**src/rtl/traffic_demand_if.sv**
```systemverilog
// traffic_demand_if
//   Groups the per-road signals exchanged between the vehicle-loop front end
//   and its neighbours (sensor side, light controller side).
//   Optional feature macro: DEMAND_OVERFLOW_EN adds the sticky ovf[3:0] flags.
// Signals
//   raw1..raw4    1        raw loop-detector level per road (asynchronous)
//   Road1..Road4  4        light code per road: 0=red, 1=green, 2=yellow
//   c1..c4        1        registered demand per road (queue non-zero)
//   q1..q4        QUEUE_W  queued vehicle count per road
//   ovf           4        sticky overflow flags, bit n-1 = road n (macro only)
// Modports
//   master : stimulus / controller side (drives raw and Road, observes c, q)
//   slave  : traffic_demand_detector side
interface traffic_demand_if #(
  parameter int QUEUE_W = 4
);
  logic               raw1, raw2, raw3, raw4;
  logic [3:0]         Road1, Road2, Road3, Road4;
  logic               c1, c2, c3, c4;
  logic [QUEUE_W-1:0] q1, q2, q3, q4;
`ifdef DEMAND_OVERFLOW_EN
  logic [3:0]         ovf;
`endif

  modport master (
    output raw1, raw2, raw3, raw4,
    output Road1, Road2, Road3, Road4,
    input  c1, c2, c3, c4,
    input  q1, q2, q3, q4
`ifdef DEMAND_OVERFLOW_EN
    ,
    input  ovf
`endif
  );

  modport slave (
    input  raw1, raw2, raw3, raw4,
    input  Road1, Road2, Road3, Road4,
    output c1, c2, c3, c4,
    output q1, q2, q3, q4
`ifdef DEMAND_OVERFLOW_EN
    ,
    output ovf
`endif
  );
endinterface

```
**src/rtl/traffic_demand_detector.sv**
```systemverilog
// traffic_demand_detector
//   Front end of the four-road traffic light controller. Each road has an
//   independent lane: 2-flop synchroniser, debounce filter, vehicle queue
//   counter that counts filtered rising edges and discharges one vehicle per
//   SERVICE_CYCLES green cycles, and a registered demand line.
//   Optional feature macro: DEMAND_OVERFLOW_EN (sticky per-road overflow flags).
// Ports
//   clk    in  system clock, posedge
//   clear  in  synchronous active-high reset of every register
//   bus    slave modport of traffic_demand_if:
//          raw1..4 in, Road1..4 in, c1..4 out, q1..4 out, ovf out (macro only)
module traffic_demand_detector #(
  parameter int DEBOUNCE_CYCLES = 4,
  parameter int QUEUE_MAX       = 15,
  parameter int QUEUE_W         = 4,
  parameter int SERVICE_CYCLES  = 8
) (
  input  logic             clk,
  input  logic             clear,
  traffic_demand_if.slave  bus
);

  localparam int DW = (DEBOUNCE_CYCLES > 1) ? $clog2(DEBOUNCE_CYCLES) : 1;
  localparam int SW = (SERVICE_CYCLES > 1) ? $clog2(SERVICE_CYCLES) : 1;
  localparam logic [DW-1:0]      DEB_LAST = DW'(DEBOUNCE_CYCLES - 1);
  localparam logic [SW-1:0]      SVC_LAST = SW'(SERVICE_CYCLES - 1);
  localparam logic [QUEUE_W-1:0] Q_MAX    = QUEUE_W'(QUEUE_MAX);

  // Index 0 is road 1 throughout.
  logic [3:0]               raw;
  logic [3:0][3:0]          road;
  logic [3:0]               s1_q, s1_d, s2_q, s2_d;
  logic [3:0]               filt_q, filt_d, filt_dly_q, filt_dly_d;
  logic [3:0][DW-1:0]       deb_q, deb_d;
  logic [3:0][SW-1:0]       svc_q, svc_d;
  logic [3:0][QUEUE_W-1:0]  q_q, q_d;
  logic [3:0]               c_q, c_d;
  logic [3:0]               arrival, discharge;

  assign raw  = {bus.raw4, bus.raw3, bus.raw2, bus.raw1};
  assign road = {bus.Road4, bus.Road3, bus.Road2, bus.Road1};

  // Saturating queue step; an arrival and a discharge on the same cycle cancel.
  function automatic logic [QUEUE_W-1:0] queue_next(
    input logic [QUEUE_W-1:0] q,
    input logic               arr,
    input logic               dis
  );
    logic [QUEUE_W-1:0] r;
    r = q;
    if (arr && !dis && q != Q_MAX)
      r = q + 1'b1;
    else if (dis && !arr && q != '0)
      r = q - 1'b1;
    return r;
  endfunction

  always_comb begin
    s1_d       = raw;
    s2_d       = s1_q;
    filt_d     = filt_q;
    filt_dly_d = filt_q;
    deb_d      = '0;
    svc_d      = '0;
    // A vehicle is the cycle after the filtered level has risen.
    arrival    = filt_q & ~filt_dly_q;
    discharge  = '0;
    q_d        = q_q;
    c_d        = c_q;
    for (int n = 0; n < 4; n++) begin
      // Mismatch counter; any agreement between s2 and filt restarts it.
      if (s2_q[n] != filt_q[n]) begin
        if (deb_q[n] == DEB_LAST)
          filt_d[n] = s2_q[n];
        else
          deb_d[n] = deb_q[n] + 1'b1;
      end
      // Only code 1 is green; service progress is lost whenever it stops.
      if (road[n] == 4'd1 && q_q[n] != '0) begin
        if (svc_q[n] == SVC_LAST)
          discharge[n] = 1'b1;
        else
          svc_d[n] = svc_q[n] + 1'b1;
      end
      q_d[n] = queue_next(q_q[n], arrival[n], discharge[n]);
      c_d[n] = (q_d[n] != '0);
    end
  end

  always_ff @(posedge clk) begin
    if (clear) begin
      s1_q       <= '0;
      s2_q       <= '0;
      filt_q     <= '0;
      filt_dly_q <= '0;
      deb_q      <= '0;
      svc_q      <= '0;
      q_q        <= '0;
      c_q        <= '0;
    end else begin
      s1_q       <= s1_d;
      s2_q       <= s2_d;
      filt_q     <= filt_d;
      filt_dly_q <= filt_dly_d;
      deb_q      <= deb_d;
      svc_q      <= svc_d;
      q_q        <= q_d;
      c_q        <= c_d;
    end
  end

  assign bus.c1 = c_q[0];
  assign bus.c2 = c_q[1];
  assign bus.c3 = c_q[2];
  assign bus.c4 = c_q[3];
  assign bus.q1 = q_q[0];
  assign bus.q2 = q_q[1];
  assign bus.q3 = q_q[2];
  assign bus.q4 = q_q[3];

`ifdef DEMAND_OVERFLOW_EN
  logic [3:0] ovf_q, ovf_d;

  // Overflow means a vehicle was dropped: arrival at full queue, nothing leaving.
  always_comb begin
    ovf_d = ovf_q;
    for (int n = 0; n < 4; n++) begin
      if (arrival[n] && !discharge[n] && q_q[n] == Q_MAX)
        ovf_d[n] = 1'b1;
    end
  end

  always_ff @(posedge clk) begin
    if (clear)
      ovf_q <= '0;
    else
      ovf_q <= ovf_d;
  end

  assign bus.ovf = ovf_q;
`endif

endmodule

```
**src/flat_wrapper.sv**
```systemverilog
// flat-port wrapper written by rule: the top's interface ports become plain ports
module traffic_demand_detector_flat 
#(
  parameter int DEBOUNCE_CYCLES = 4,
  parameter int QUEUE_MAX       = 15,
  parameter int QUEUE_W         = 4,
  parameter int SERVICE_CYCLES  = 8
)
  (clk, clear, bus_raw1, bus_raw2, bus_raw3, bus_raw4, bus_Road1, bus_Road2, bus_Road3, bus_Road4, bus_c1, bus_c2, bus_c3, bus_c4, bus_q1, bus_q2, bus_q3, bus_q4);
  traffic_demand_if #(.QUEUE_W(QUEUE_W)) bus_i ();
  input  logic clk;
  input  logic clear;
  input wire logic [$bits(bus_i.raw1)-1:0] bus_raw1;
  input wire logic [$bits(bus_i.raw2)-1:0] bus_raw2;
  input wire logic [$bits(bus_i.raw3)-1:0] bus_raw3;
  input wire logic [$bits(bus_i.raw4)-1:0] bus_raw4;
  input wire logic [$bits(bus_i.Road1)-1:0] bus_Road1;
  input wire logic [$bits(bus_i.Road2)-1:0] bus_Road2;
  input wire logic [$bits(bus_i.Road3)-1:0] bus_Road3;
  input wire logic [$bits(bus_i.Road4)-1:0] bus_Road4;
  output wire logic [$bits(bus_i.c1)-1:0] bus_c1;
  output wire logic [$bits(bus_i.c2)-1:0] bus_c2;
  output wire logic [$bits(bus_i.c3)-1:0] bus_c3;
  output wire logic [$bits(bus_i.c4)-1:0] bus_c4;
  output wire logic [$bits(bus_i.q1)-1:0] bus_q1;
  output wire logic [$bits(bus_i.q2)-1:0] bus_q2;
  output wire logic [$bits(bus_i.q3)-1:0] bus_q3;
  output wire logic [$bits(bus_i.q4)-1:0] bus_q4;
  assign bus_i.raw1 = bus_raw1;
  assign bus_i.raw2 = bus_raw2;
  assign bus_i.raw3 = bus_raw3;
  assign bus_i.raw4 = bus_raw4;
  assign bus_i.Road1 = bus_Road1;
  assign bus_i.Road2 = bus_Road2;
  assign bus_i.Road3 = bus_Road3;
  assign bus_i.Road4 = bus_Road4;
  assign bus_c1 = bus_i.c1;
  assign bus_c2 = bus_i.c2;
  assign bus_c3 = bus_i.c3;
  assign bus_c4 = bus_i.c4;
  assign bus_q1 = bus_i.q1;
  assign bus_q2 = bus_i.q2;
  assign bus_q3 = bus_i.q3;
  assign bus_q4 = bus_i.q4;
  traffic_demand_detector #(.DEBOUNCE_CYCLES(DEBOUNCE_CYCLES), .QUEUE_MAX(QUEUE_MAX), .QUEUE_W(QUEUE_W), .SERVICE_CYCLES(SERVICE_CYCLES)) u_core (.clk(clk), .clear(clear), .bus(bus_i));
endmodule
```
**config.mk**
```make
export PLATFORM = sky130hd
export DESIGN_NAME = traffic_demand_detector_flat
export DESIGN_NICKNAME = d
export VERILOG_FILES = /design/src/rtl/traffic_demand_if.sv /design/src/rtl/traffic_demand_detector.sv /design/src/flat_wrapper.sv
export SDC_FILE = /design/constraint.sdc
export NUM_CORES = 1
export LEC_CHECK = 0
export BUFFER_PORTS_ARGS = -buffer_cell sky130_fd_sc_hd__buf_2
export CORE_MARGIN = 3
export CORE_UTILIZATION = 35
export CTS_CLUSTER_SIZE = 16
export DETAILED_ROUTE_END_ITERATION = 7
export GPL_TIMING_DRIVEN = 1
export PLACE_DENSITY = 0.6
export SYNTH_ARGS = -nofsm -noshare
export SYNTH_HDL_FRONTEND = slang
export SYNTH_SLANG_ARGS = --single-unit
```
**constraint.sdc**
```tcl
create_clock -name clk -period 2.4 [get_ports clk]
set_input_delay 0.36 -clock clk [delete_from_list [all_inputs] [get_ports clk]]
set_output_delay 0.36 -clock clk [all_outputs]
set_load 0.03 [all_outputs]
```
After elaboration in Yosys (flattened, before gate mapping)
Index checks and enable logic that the tools add are counted.
W data, S select, Z words.
{ "totals": {"regBits": 56, "elab_cells": 130} }
{ "op_classes": {"add_sub_neg": 16, "n_eq_ne": 20, "n_bitwise": 10, "n_mux": 16, "n_reduce_logical": 48} }
{ "ops": {"columns": ["op", "count"], "rows": [
  ["$mux W4", 8],
  ["$reduce_bool A4 Y1", 8],
  ["$reduce_or A3 Y1", 8],
  ["$logic_and A1 B1 Y1", 20],
  ["$add A4 B1 Y4 const B", 4],
  ["$eq A4 B1 Y1 const B", 4],
  ["$ne A4 B4 Y1 const B", 4],
  ["$sub A4 B1 Y4 const B", 4],
  ["$add A3 B1 Y3 const B", 4],
  ["$eq A3 B3 Y1 const B", 4],
  ["$add A2 B1 Y2 const B", 4],
  ["$eq A2 B2 Y1 const B", 4],
  ["$logic_not A1 Y1", 8],
  ["$mux W1", 8],
  ["$not A1 Y1", 8],
  ["$reduce_and A2 Y1", 4],
  ["$and A4 B4 Y4", 1],
  ["$ne A1 B1 Y1", 4],
  ["$not A4 Y4", 1]
]} }

Longest topological paths before layout
Gate-level depths: netlist (run 1).
{ "depth": {"depth_word": 8, "mapped_depth": 8, "mapped_depth_nobuf": 7} }

Least setup slack after synthesis (run 1)
No wires, ideal clock.
{ "synth_timing": {"kind": "reg2reg", "from": "register u_core.q_q, in the netlist u_core.bus.q4[0]", "to": "register u_core.c_q[3]", "setup_ps": 124, "arrival_ps": 2119, "slack_ps": 157, "synth_period_minus_slack_ps": 2243, "stages_incl_launch_ff": 8, "t_required_ps": 2276, "cell_sequence": "dfxtp_1 -> inv_1 -> ha_1 -> or3b_1 -> and4_1 -> a21oi_1 -> mux2_2 -> a2111o_1"} }
{ "synth_via": {"elab_chain_cells": 8, "elab_cells_between_ends": 14} }
{ "synth_rtl": {"columns": ["item", "line_no", "text"], "rows": [
  ["from (decl)", "traffic_demand_detector.sv:36", "logic [3:0][QUEUE_W-1:0] q_q, q_d;"],
  ["from (signal assigned)", "traffic_demand_detector.sv:107", "q_q <= q_d;"],
  ["$reduce_bool A4 Y1", "traffic_demand_detector.sv:53, traffic_demand_detector.sv:79", null],
  ["$logic_and A1 B1 Y1", "traffic_demand_detector.sv:79", "if (road[n] == 4'd1 && q_q[n] != '0) begin"],
  ["$mux W1", "traffic_demand_detector.sv:79", null],
  ["$logic_and A1 B1 Y1 / $logic_not A1 Y1 (equally long branches)", "traffic_demand_detector.sv:53, traffic_demand_detector.sv:51", null],
  ["$logic_and A1 B1 Y1 (on tied branches)", "traffic_demand_detector.sv:53, traffic_demand_detector.sv:51", null],
  ["$mux W4 / $logic_and A1 B1 Y1 (equally long branches)", "traffic_demand_detector.sv:53, traffic_demand_detector.sv:51", null],
  ["$mux W4 (*)", "traffic_demand_detector.sv:51", "if (arr && !dis && q != Q_MAX)"],
  ["$reduce_bool A4 Y1 (*)", "traffic_demand_detector.sv:86", "c_d[n] = (q_d[n] != '0);"],
  ["to (signal assigned)", "traffic_demand_detector.sv:99", "c_q <= '0;"],
  ["to (signal assigned)", "traffic_demand_detector.sv:108", "c_q <= c_d;"],
  ["to (decl)", "traffic_demand_detector.sv:37", "logic [3:0] c_q, c_d;"]
]} }
Mark *: on every way between the ends. The rest lies on a longest branch, timed or not.
A chain may end at the register's enable or synchronous reset.

Worst setup path after layout (run 1)
Ends and elaborated chain as after synthesis.

==> results of run 1 <==
## flip-flops by register name (all words and copies together), names as in the netlist
name and flops:
u_core.svc_q 12, u_core.deb_q 8, u_core.bus.q1 4, u_core.bus.q2 4
u_core.bus.q3 4, u_core.bus.q4 4, u_core.c_q 4, u_core.filt_dly_d 4
u_core.filt_dly_q 4, u_core.s1_q 4, u_core.s2_q 4
## how the worst min path moves through the flow
stage / startpoint / end / slack (ps)
finish: bus_raw3 / u_core.s1_q[2]$_SDFF_PP0_ / 270
global route: bus_raw3 / u_core.s1_q[2]$_SDFF_PP0_ / 270
CTS: bus_raw3 / u_core.s1_q[2]$_SDFF_PP0_ / 260
detailed placement: u_core.deb_q[6]$_SDFF_PP0_ / u_core.deb_q[6]$_SDFF_PP0_ / 410
global placement: u_core.deb_q[0]$_SDFF_PP0_ / u_core.deb_q[0]$_SDFF_PP0_ / 410
floorplan: u_core.svc_q[9]$_SDFF_PP0_ / u_core.svc_q[9]$_SDFF_PP0_ / 400
## power groups by stage
| stage | sequential, uW | combinational, uW | clock [uW] |
|---|---|---|---|
| after floorplan | 978 | 50.4 | 0 |
| after global placement | 971 | 88.9 | 0 |
| after detailed placement | 971 | 92.0 | 0 |
| after CTS | 949 | 92.3 | 507 |
| after global routing | 952 | 101 | 537 |
| final | 949 | 90.5 | 472 |
## logic make-up after synthesis
family                     after synthesis  synth area share, %
muxes                                    9                 3.45
and+or+nand+nor                        119                 26.9
buffers and inverters                   26                 4.14
AOI/OAI and AO/OA                       42                 11.9
DFF                                     56                 41.2
xor gates and xnor gates                10                 3.22
adders and majority gates               20                 9.19
## metrics by stage
stage | setup WS (ps) | cell area, sq um | instances | total power, uW
floorplan | 157 | 2720 | 282 | 1030
global placement | 229 | 3030 | 417 | 1060
detailed placement | 188 | 3030 | 417 | 1060
CTS | 173 | 3100 | 424 | 1550
global route | 42.3 | 3100 | 424 | 1590
finish | 167 | 3100 | 424 | 1510
## layout make-up
cell class / count / area share, %
Sequential cell: 56 / 36.1
Clock buffer: 6 / 2.34
Clock inverter: 1 / 0.161
Tap cell: 99 / 3.99
Inverter: 19 / 2.30
Multi-Input combinational cell: 200 / 48.0
Timing Repair Buffer: 43 / 7.10
## critical path: stages (launching register included)
cell and delay, ps:
dfxtp_1 360, inv_1 90, ha_1 160, or3b_1 400, and4_1 240, a21oi_1 150, mux2_2 360, a2111o_1 370
## layer usage
layer / vias up / GRT usage (%)
li1: 1102 / -
met1: 961 / 13.9
met2: 37 / 20.7
met3: 5 / 2.96
met4: 0 / 3.61
met5: - / 0
## Yosys cell counts (all sizes together) (5+ instances only)
| library cell | number | area (sq um) |
|---|---|---|
| nor4 | 8 | 71.3 |
| o21ai | 5 | 25.0 |
| or3 | 8 | 50.1 |
| nand2b | 6 | 37.5 |
| clkbuf | 5 | 18.8 |
| a21oi | 5 | 25.0 |
| ha | 20 | 250 |
| dfxtp | 56 | 1120 |
| nor2b | 18 | 113 |
| nand3 | 5 | 30.0 |
| nor2 | 27 | 101 |
| a31oi | 7 | 43.8 |
| nand2 | 11 | 41.3 |
| xnor2 | 10 | 87.6 |
| and2 | 9 | 56.3 |
| inv | 19 | 71.3 |
| and3 | 6 | 37.5 |
| mux2i | 6 | 60.1 |
==> run_results.csv, run 1 <==
group,metric,value,unit
detailed_routing,top_layer_used,"met4",
synthesis,synth_ff_type,"dfxtp_1",
global_route,grt_pass1_wl,8510,um
critical_path,required,2590,ps
cells_and_area,final_common_cell,"dfxtp_1",
timing,hold_viol,0,
detailed_routing,wl_per_cell,11.3,um
detailed_routing,wl_met2,2310,um
global_route,antenna_found_initial,0,
synthesis,yosys.cell_types.count,53,
timing,fin_crit_sh,93.1,%
critical_path,critPathLaunch,"u_core.bus.q4[0]$_SDFF_PP0_",
cells_and_area,nets,367,
synthesis,avgSynthCellArea,9.65,sq um
timing,period_needed,2230,ps
timing,finalMaxSlewViolations,0,
timing,setup_viol,0,
cts,clockBufferDepth,2,
cts,cts_setup_buffers,0,
global_route,grt.total_usage,11.7,%
synthesis,synth_cells,282,
critical_path,endpoint,"u_core.c_q[3]$_SDFF_PP0_",
cells_and_area,multiInputGateArea,1490,sq um
hold_path,hold_depth,2,
cts,clock_sinks,56,
global_route,grt_pass1_vias,2024,
detailed_routing,wl,4790,um
detailed_routing,vias_per_cell,4.96,
critical_path,path_class,"reg -> reg",
critical_path,reg2reg_depth,7,
cts,postCtsHoldBufs,0,
timing,tns,0,ps
detailed_routing,dr_wl_met3,201,um
detailed_routing,vias,2105,
cts,cts_made_buffers,5,
detailed_routing,antenna_left,0,
cts,h-tree-depth,2,
pwr,pwr-share-seq,62.8,%
floorplan,die_area,8870,sq um
synthesis,syn_area,2720,sq um
cts,cts_resized,0,
pwr,p_sw,331,uW
detailed_routing,drc,0,
synthesis,syn_nets,324,
critical_path,arrival,2420,ps
synthesis,synth_edf_count,0,
floorplan,initial_core_util,36.8,%
synthesis,yosysSeqAreaShare,41.2,%
place,place_congestion,0.897,
detailed_routing,m1WireLength,2220,um
timing,fmax,448,MHz
pwr,leakage,0.00135,uW
cells_and_area,postLayoutCoreUtil,41.9,%
critical_path,worstSetupStartpointType,"flip-flop",
detailed_routing,drt_iter0_markers,54,
flow_run,cap_violations,0,
cts,cts_tree,"done",
timing,grt_setup_unrepaired,"no",
pwr,p_int,1180,uW
cells_and_area,area_growth,14.0,%
outcome,status,"completed",
timing,worstMarginPinSlew,688,ps
cts,clk_pin_slew_worst_paths,90,ps
pwr,powerDensity,487,nW/um^2
floorplan,ios,42,
synthesis,ys_seq_elements,56,
timing,fin_worst_skew,11.1,ps
place,hpwl,3660,um
global_route,grt_max_degree,45,
cells_and_area,drive_gt1_share,19.1,%
floorplan,die_h,94.2,um
critical_path,worst_r2r_endpoint,"u_core.c_q[3]$_SDFF_PP0_",
global_route,grt_overflow,0,
cells_and_area,layout_common_cells,"dfxtp_1, buf_2, nor2_1",
synthesis,yosysWarnings,0,
pwr,swShare,21.9,%
critical_path,timing.rr.start,"u_core.bus.q4[0]$_SDFF_PP0_",
timing,slew_headroom,54.1,%
hold_path,hp-class,"in -> reg",
pwr,ir_drop,0.000176,V
cells_and_area,fillers,725,
floorplan,coreArea,7410,sq um
floorplan,die_w,94.2,um
place,io_buffers,41,
timing,whs,268,ps
cts,clockRootBuffer,"clkbuf_8",
pwr,p_comb_share,6.0,%
floorplan,rows,31,
critical_path,cp-end-kind,"flip-flop",
critical_path,reg2reg_slack,170,ps
pwr,clkPwrFrac,31.2,%
cells_and_area,n_antenna_cell,0,
cts,insertion_delay,300,ps
critical_path,path_max_fanout,6,
detailed_routing,drtPass1Iterations,4,
synthesis,ys_async_sr_fraction,0,%
cells_and_area,seq_area,1120,sq um
No activity file was read; power rests on OpenSTA's default activity.
==> run 2, diff against run 1 <==
BUFFER_PORTS_ARGS = -buffer_cell sky130_fd_sc_hd__buf_4   (was -buffer_cell sky130_fd_sc_hd__buf_2)
==> run_results.csv, run 2 (same netlist as run 1, synthesis figures left out) <==
group,metric,value,unit
cts,clockBufferDepth,2,
cells_and_area,largest_register_ffs,12,
critical_path,timing.rr.start,"u_core.bus.q4[0]$_SDFF_PP0_",
timing,fmax,451,MHz
detailed_routing,vias_per_cell,5.04,
critical_path,crit_chain,"inv_1 -> ha_1 -> or3b_1 -> and4_1 -> a21oi_1 -> mux2_2 -> a2111o_1",
detailed_routing,drtPass1Iterations,5,
timing,slew_headroom,52.6,%
timing,worstMarginPinSlew,711,ps
global_route,met3_usage,2.88,%
pwr,leakage,0.00138,uW
cts,clock_sinks,56,
critical_path,reg2reg_slack,180,ps
critical_path,required,2600,ps
global_route,antenna_found_initial,0,
critical_path,arrival,2420,ps
cells_and_area,instances_no_fill,426,
timing,whs,254,ps
cells_and_area,reg.largest.list,"u_core.svc_q x12, u_core.deb_q x8",
global_route,busiest_layer,"met2",
timing,fin_ws,185,ps
global_route,grt_pass1_vias,1994,
cells_and_area,n_antenna_cell,0,
critical_path,worstSetupStartpointType,"flip-flop",
floorplan,die_area,8870,sq um
critical_path,endpoint,"u_core.c_q[3]$_SDFF_PP0_",
detailed_routing,drc,0,
floorplan,ios,42,
cts,cts_made_buffers,5,
place,place_congestion,0.876,
cells_and_area,final_common_cell,"dfxtp_1",
critical_path,cp-end-kind,"flip-flop",
timing,finalMaxSlewViolations,0,
detailed_routing,wl,4950,um
cells_and_area,fillers,732,
global_route,gr-usage-met2,19.8,%
outcome,status,"completed",
detailed_routing,antenna_left,0,
timing,period_needed,2220,ps
cts,h-tree-depth,2,
place,dpl.cell_count,418,
global_route,grt_overflow,0,
critical_path,worst_r2r_endpoint,"u_core.c_q[3]$_SDFF_PP0_",
cts,cts_tree,"done",
floorplan,die_h,94.2,um
critical_path,critPathLaunch,"u_core.bus.q4[0]$_SDFF_PP0_",
cts,cts_setup_buffers,0,
place,io_buffers,41,
critical_path,reg2reg_depth,7,
floorplan,initial_core_util,36.8,%
cts,postCtsHoldBufs,0,
cells_and_area,drive_gt1_share,19.9,%
cells_and_area,area_growth,19.4,%
global_route,grt_pass1_wl,8760,um
hold_path,hp-class,"in -> reg",
timing,hold_viol,0,
detailed_routing,drt_iter0_markers,72,
critical_path,cp_num_cells,7,
cts,clk_pin_slew_worst_paths,110,ps
global_route,grt.total_usage,12.1,%
detailed_routing,wl_per_cell,11.6,um
pwr,powerDensity,519,nW/um^2
timing,fin_worst_skew,4.43,ps
floorplan,rows,31,
critical_path,cpPeakStageDelay,390,ps
cells_and_area,nets,368,
cts,cts_resized,0,
cells_and_area,max_flop_register,"u_core.svc_q",
floorplan,die_w,94.2,um
timing,fin_crit_sh,92.3,%
pwr,p_total,1690,uW
critical_path,crit_family,"simple AND/OR/NAND/NOR gates",
global_route,grt_util_met1,15.7,%
global_route,grt_max_degree,37,
critical_path,path_class,"reg -> reg",
detailed_routing,vias,2146,
place,post-place-ws,194,ps
floorplan,coreArea,7410,sq um
timing,grt_setup_unrepaired,"no",
cells_and_area,layout_common_cells,"dfxtp_1, buf_4, nor2_1",
timing,tns,0,ps
cts,insertion_delay,310,ps
cts,clockRootBuffer,"clkbuf_8",
critical_path,slowest_stage,"or3b_1",
critical_path,path_max_fanout,6,
place,hpwl,3590,um
timing,setup_viol,0,
critical_path,path_buf_inv,1,
flow_run,cap_violations,0,
pwr,ir_drop,0.000239,V
[run 2: stage by stage]
stage | instance area [sq um] | utilization (%)
CTS | 3250 | 43.9
global placement | 3140 | 42.3
detailed placement | 3140 | 42.3
global route | 3250 | 43.9
finish | 3250 | 43.9
floorplan | 2720 | -
[run 2: power breakdown]
part	switching, uW	internal (uW)	leakage [uW]
sequential	8.76	941	0.000453
clock	319	315	0.0000548
combinational	49.7	51.8	0.000874
total	378	1310	0.00138
[run 2: cell type report]
type / count / area [sq um] / share of cell area, %
multi-input combinational: 200 / 1490 / 45.8
timing repair buffer: 44 / 330 / 10.2
clock inverter: 3 / 46.3 / 1.42
clock buffer: 5 / 68.8 / 2.12
tap: 99 / 124 / 3.81
sequential: 56 / 1120 / 34.5
inverter: 19 / 71.3 / 2.19
[run 2: worst min-delay path by stage]
| stage | cells past startpoint | from | endpoint | slack, ps |
|---|---|---|---|---|
| global route | 2 | bus_raw3 | u_core.s1_q[2]$_SDFF_PP0_ | 240 |
| global placement | 1 | u_core.deb_q[4]$_SDFF_PP0_ | u_core.deb_q[4]$_SDFF_PP0_ | 410 |
| detailed placement | 1 | u_core.deb_q[2]$_SDFF_PP0_ | u_core.deb_q[2]$_SDFF_PP0_ | 410 |
| finish | 2 | bus_raw3 | u_core.s1_q[2]$_SDFF_PP0_ | 250 |
| CTS | 2 | bus_raw3 | u_core.s1_q[2]$_SDFF_PP0_ | 240 |
| floorplan | 1 | u_core.svc_q[9]$_SDFF_PP0_ | u_core.svc_q[9]$_SDFF_PP0_ | 400 |
[run 2: metal layers]
metal  part of all wire, %  up-vias
met4                  0.89        0
met5                     0        -
li1                      -     1096
met3                   5.9        6
met2                    46       57
met1                    47      987
==> run 3, diff against run 2 <==
ABC_CLOCK_PERIOD_IN_PS = 2700   (was default)
clock period = 2.7 ns   (was 2.4 ns; I/O delays follow)
==> run_results.csv, run 3 (same netlist as run 1, synthesis figures left out) <==
group,metric,value,unit
critical_path,path_class,"reg -> reg",
floorplan,coreArea,7410,sq um
hold_path,hp-class,"in -> reg",
detailed_routing,vias_per_cell,4.94,
cts,clockBufferDepth,2,
pwr,p_comb_share,6.3,%
cts,h-tree-depth,2,
cells_and_area,largest_register_ffs,12,
cells_and_area,fillers,703,
critical_path,worstSetupStartpointType,"flip-flop",
floorplan,die_area,8870,sq um
cells_and_area,n_antenna_cell,0,
cts,clock_sinks,56,
global_route,grt_max_degree,50,
detailed_routing,drt_iter0_markers,82,
place,dpl.cell_count,415,
place,dpl_cell_area,3110,sq um
pwr,leakage,0.00136,uW
hold_path,hold_depth,2,
pwr,ir_drop,0.000239,V
critical_path,cpPeakStageDelay,400,ps
hold_path,min_from,"bus_raw4",
pwr,pwr-share-seq,59.7,%
critical_path,required,2920,ps
timing,whs,291,ps
timing,fmax,445,MHz
cells_and_area,instances_no_fill,423,
cts,clk_pin_slew_worst_paths,110,ps
detailed_routing,drc,0,
timing,tns,0,ps
critical_path,timing.rr.start,"u_core.bus.q4[0]$_SDFF_PP0_",
cells_and_area,max_flop_register,"u_core.svc_q",
timing,worstMarginPinSlew,720,ps
hold_path,hold_path_end,"u_core.s1_q[3]$_SDFF_PP0_",
cts,cts_tree,"done",
detailed_routing,vias,2091,
timing,setup_viol,0,
global_route,grt.total_usage,11.5,%
global_route,grt_pass1_vias,1907,
timing,grt_setup_unrepaired,"no",
cells_and_area,final_common_cell,"dfxtp_1",
critical_path,path_max_fanout,6,
critical_path,slowest_stage,"or3b_1",
timing,fin_worst_skew,10.7,ps
cts,insertion_delay,320,ps
cells_and_area,postLayoutCellArea,3210,sq um
flow_run,cap_violations,0,
timing,fin_crit_sh,83.2,%
floorplan,die_h,94.2,um
place,place_congestion,0.850,
cells_and_area,area_growth,17.9,%
timing,hold_viol,0,
pwr,swShare,24.1,%
cells_and_area,layout_common_cells,"dfxtp_1, buf_4, nor2_1",
detailed_routing,drtPass1Iterations,4,
floorplan,die_w,94.2,um
cts,cts_made_buffers,5,
timing,period_needed,2250,ps
cells_and_area,nets,365,
pwr,p_sw,341,uW
pwr,clkPwrFrac,34.0,%
detailed_routing,wl,4700,um
outcome,status,"completed",
cells_and_area,reg.largest.list,"u_core.svc_q x12, u_core.deb_q x8",
timing,finalMaxSlewViolations,0,
critical_path,worst_r2r_endpoint,"u_core.c_q[3]$_SDFF_PP0_",
place,io_buffers,41,
floorplan,rows,31,
pwr,p_int,1070,uW
critical_path,cp-end-kind,"flip-flop",
cts,postCtsHoldBufs,0,
cts,cts_resized,0,
global_route,grt_overflow,0,
place,hpwl,3470,um
critical_path,arrival,2460,ps
critical_path,reg2reg_depth,7,
cts,cts_setup_buffers,0,
floorplan,ios,42,
critical_path,reg2reg_slack,450,ps
global_route,antenna_found_initial,0,
global_route,grt_pass1_wl,8250,um
timing,slew_headroom,52.0,%
cts,clockRootBuffer,"clkbuf_8",
cells_and_area,drive_gt1_share,19.1,%
detailed_routing,antenna_left,0,
detailed_routing,wl_per_cell,11.1,um
critical_path,crit_chain,"inv_1 -> ha_1 -> or3b_1 -> and4_1 -> a21oi_1 -> mux2_2 -> a2111o_1",
pwr,powerDensity,440,nW/um^2
floorplan,initial_core_util,36.8,%
==> run 3: cell count changes in the layout (fill, tap and decap cells not counted) <==
| cell | delta |
|---|---|
| buf_4 | -3 |
| bufinv_16 | -1 |
| clkinv_4 | +1 |
| inv_6 | -1 |
| inv_8 | +1 |
==> run 3: worst max-delay path by stage <==
stage	startpoint	to	depth (start not counted)
after CTS	u_core.bus.q4[0]$_SDFF_PP0_	u_core.c_q[3]$_SDFF_PP0_	7
after global routing	u_core.bus.q4[0]$_SDFF_PP0_	u_core.c_q[3]$_SDFF_PP0_	7
after global placement	u_core.bus.q4[0]$_SDFF_PP0_	u_core.c_q[3]$_SDFF_PP0_	7
after detailed placement	u_core.bus.q4[0]$_SDFF_PP0_	u_core.c_q[3]$_SDFF_PP0_	7
final	u_core.bus.q4[0]$_SDFF_PP0_	u_core.c_q[3]$_SDFF_PP0_	7
after floorplan	u_core.bus.q4[0]$_SDFF_PP0_	u_core.c_q[3]$_SDFF_PP0_	7
==> run 3: stage by stage <==
| step | utilization (%) | power [uW] | setup slack, ps |
|---|---|---|---|
| 6_report | 43.3 | 1410 | 453 |
| 5_1_grt | 43.3 | 1490 | 339 |
| 4_1_cts | 43.3 | 1450 | 462 |
| 3_5_place_dp | 42.0 | 954 | 483 |
| 3_3_place_gp | 42.0 | 952 | 526 |
| 2_1_floorplan | - | 914 | 457 |
==> run 3: per-layer routing <==
| layer | vias up | global-route usage [%] | wire length (um) |
|---|---|---|---|
| met1 | 953 | 14.3 | 2270 |
| met4 | 0 | 5.42 | 95 |
| met2 | 37 | 18.7 | 2110 |
| li1 | 1093 | - | - |
| met3 | 8 | 2.72 | 221 |
| met5 | - | 0 | 0 |
==> run 3: power by group through the flow <==
stage                     Combinational, uW  Sequential (uW)  Clock (uW)
after detailed placement               90.2              864           0
after CTS                              90.0              845         511
final                                  88.4              844         481
after global routing                   98.8              847         543
after global placement                 88.4              863           0
after floorplan                        44.8              869           0
==> run 3: layout make-up <==
type                    count  area [sq um]  share of cell area [%]
well taps                  99           124                    3.86
repair buffers             41           308                    9.59
clock buffers               5          68.8                    2.14
inverters                  19          71.3                    2.22
clock inverters             3          27.5                   0.858
multi-input cells         200          1490                    46.4
flip-flops and latches     56          1120                    34.9
==> run 3: worst max-delay path: cells and delay by family (launching register included) <==
kind                       cells  cell delay, ps
AOI/OAI and AO/OA              2             520
adders and majority gates      1             170
buffers and inverters          1             100
DFF                            1             370
muxes                          1             360
and+or+nand+nor                2             640
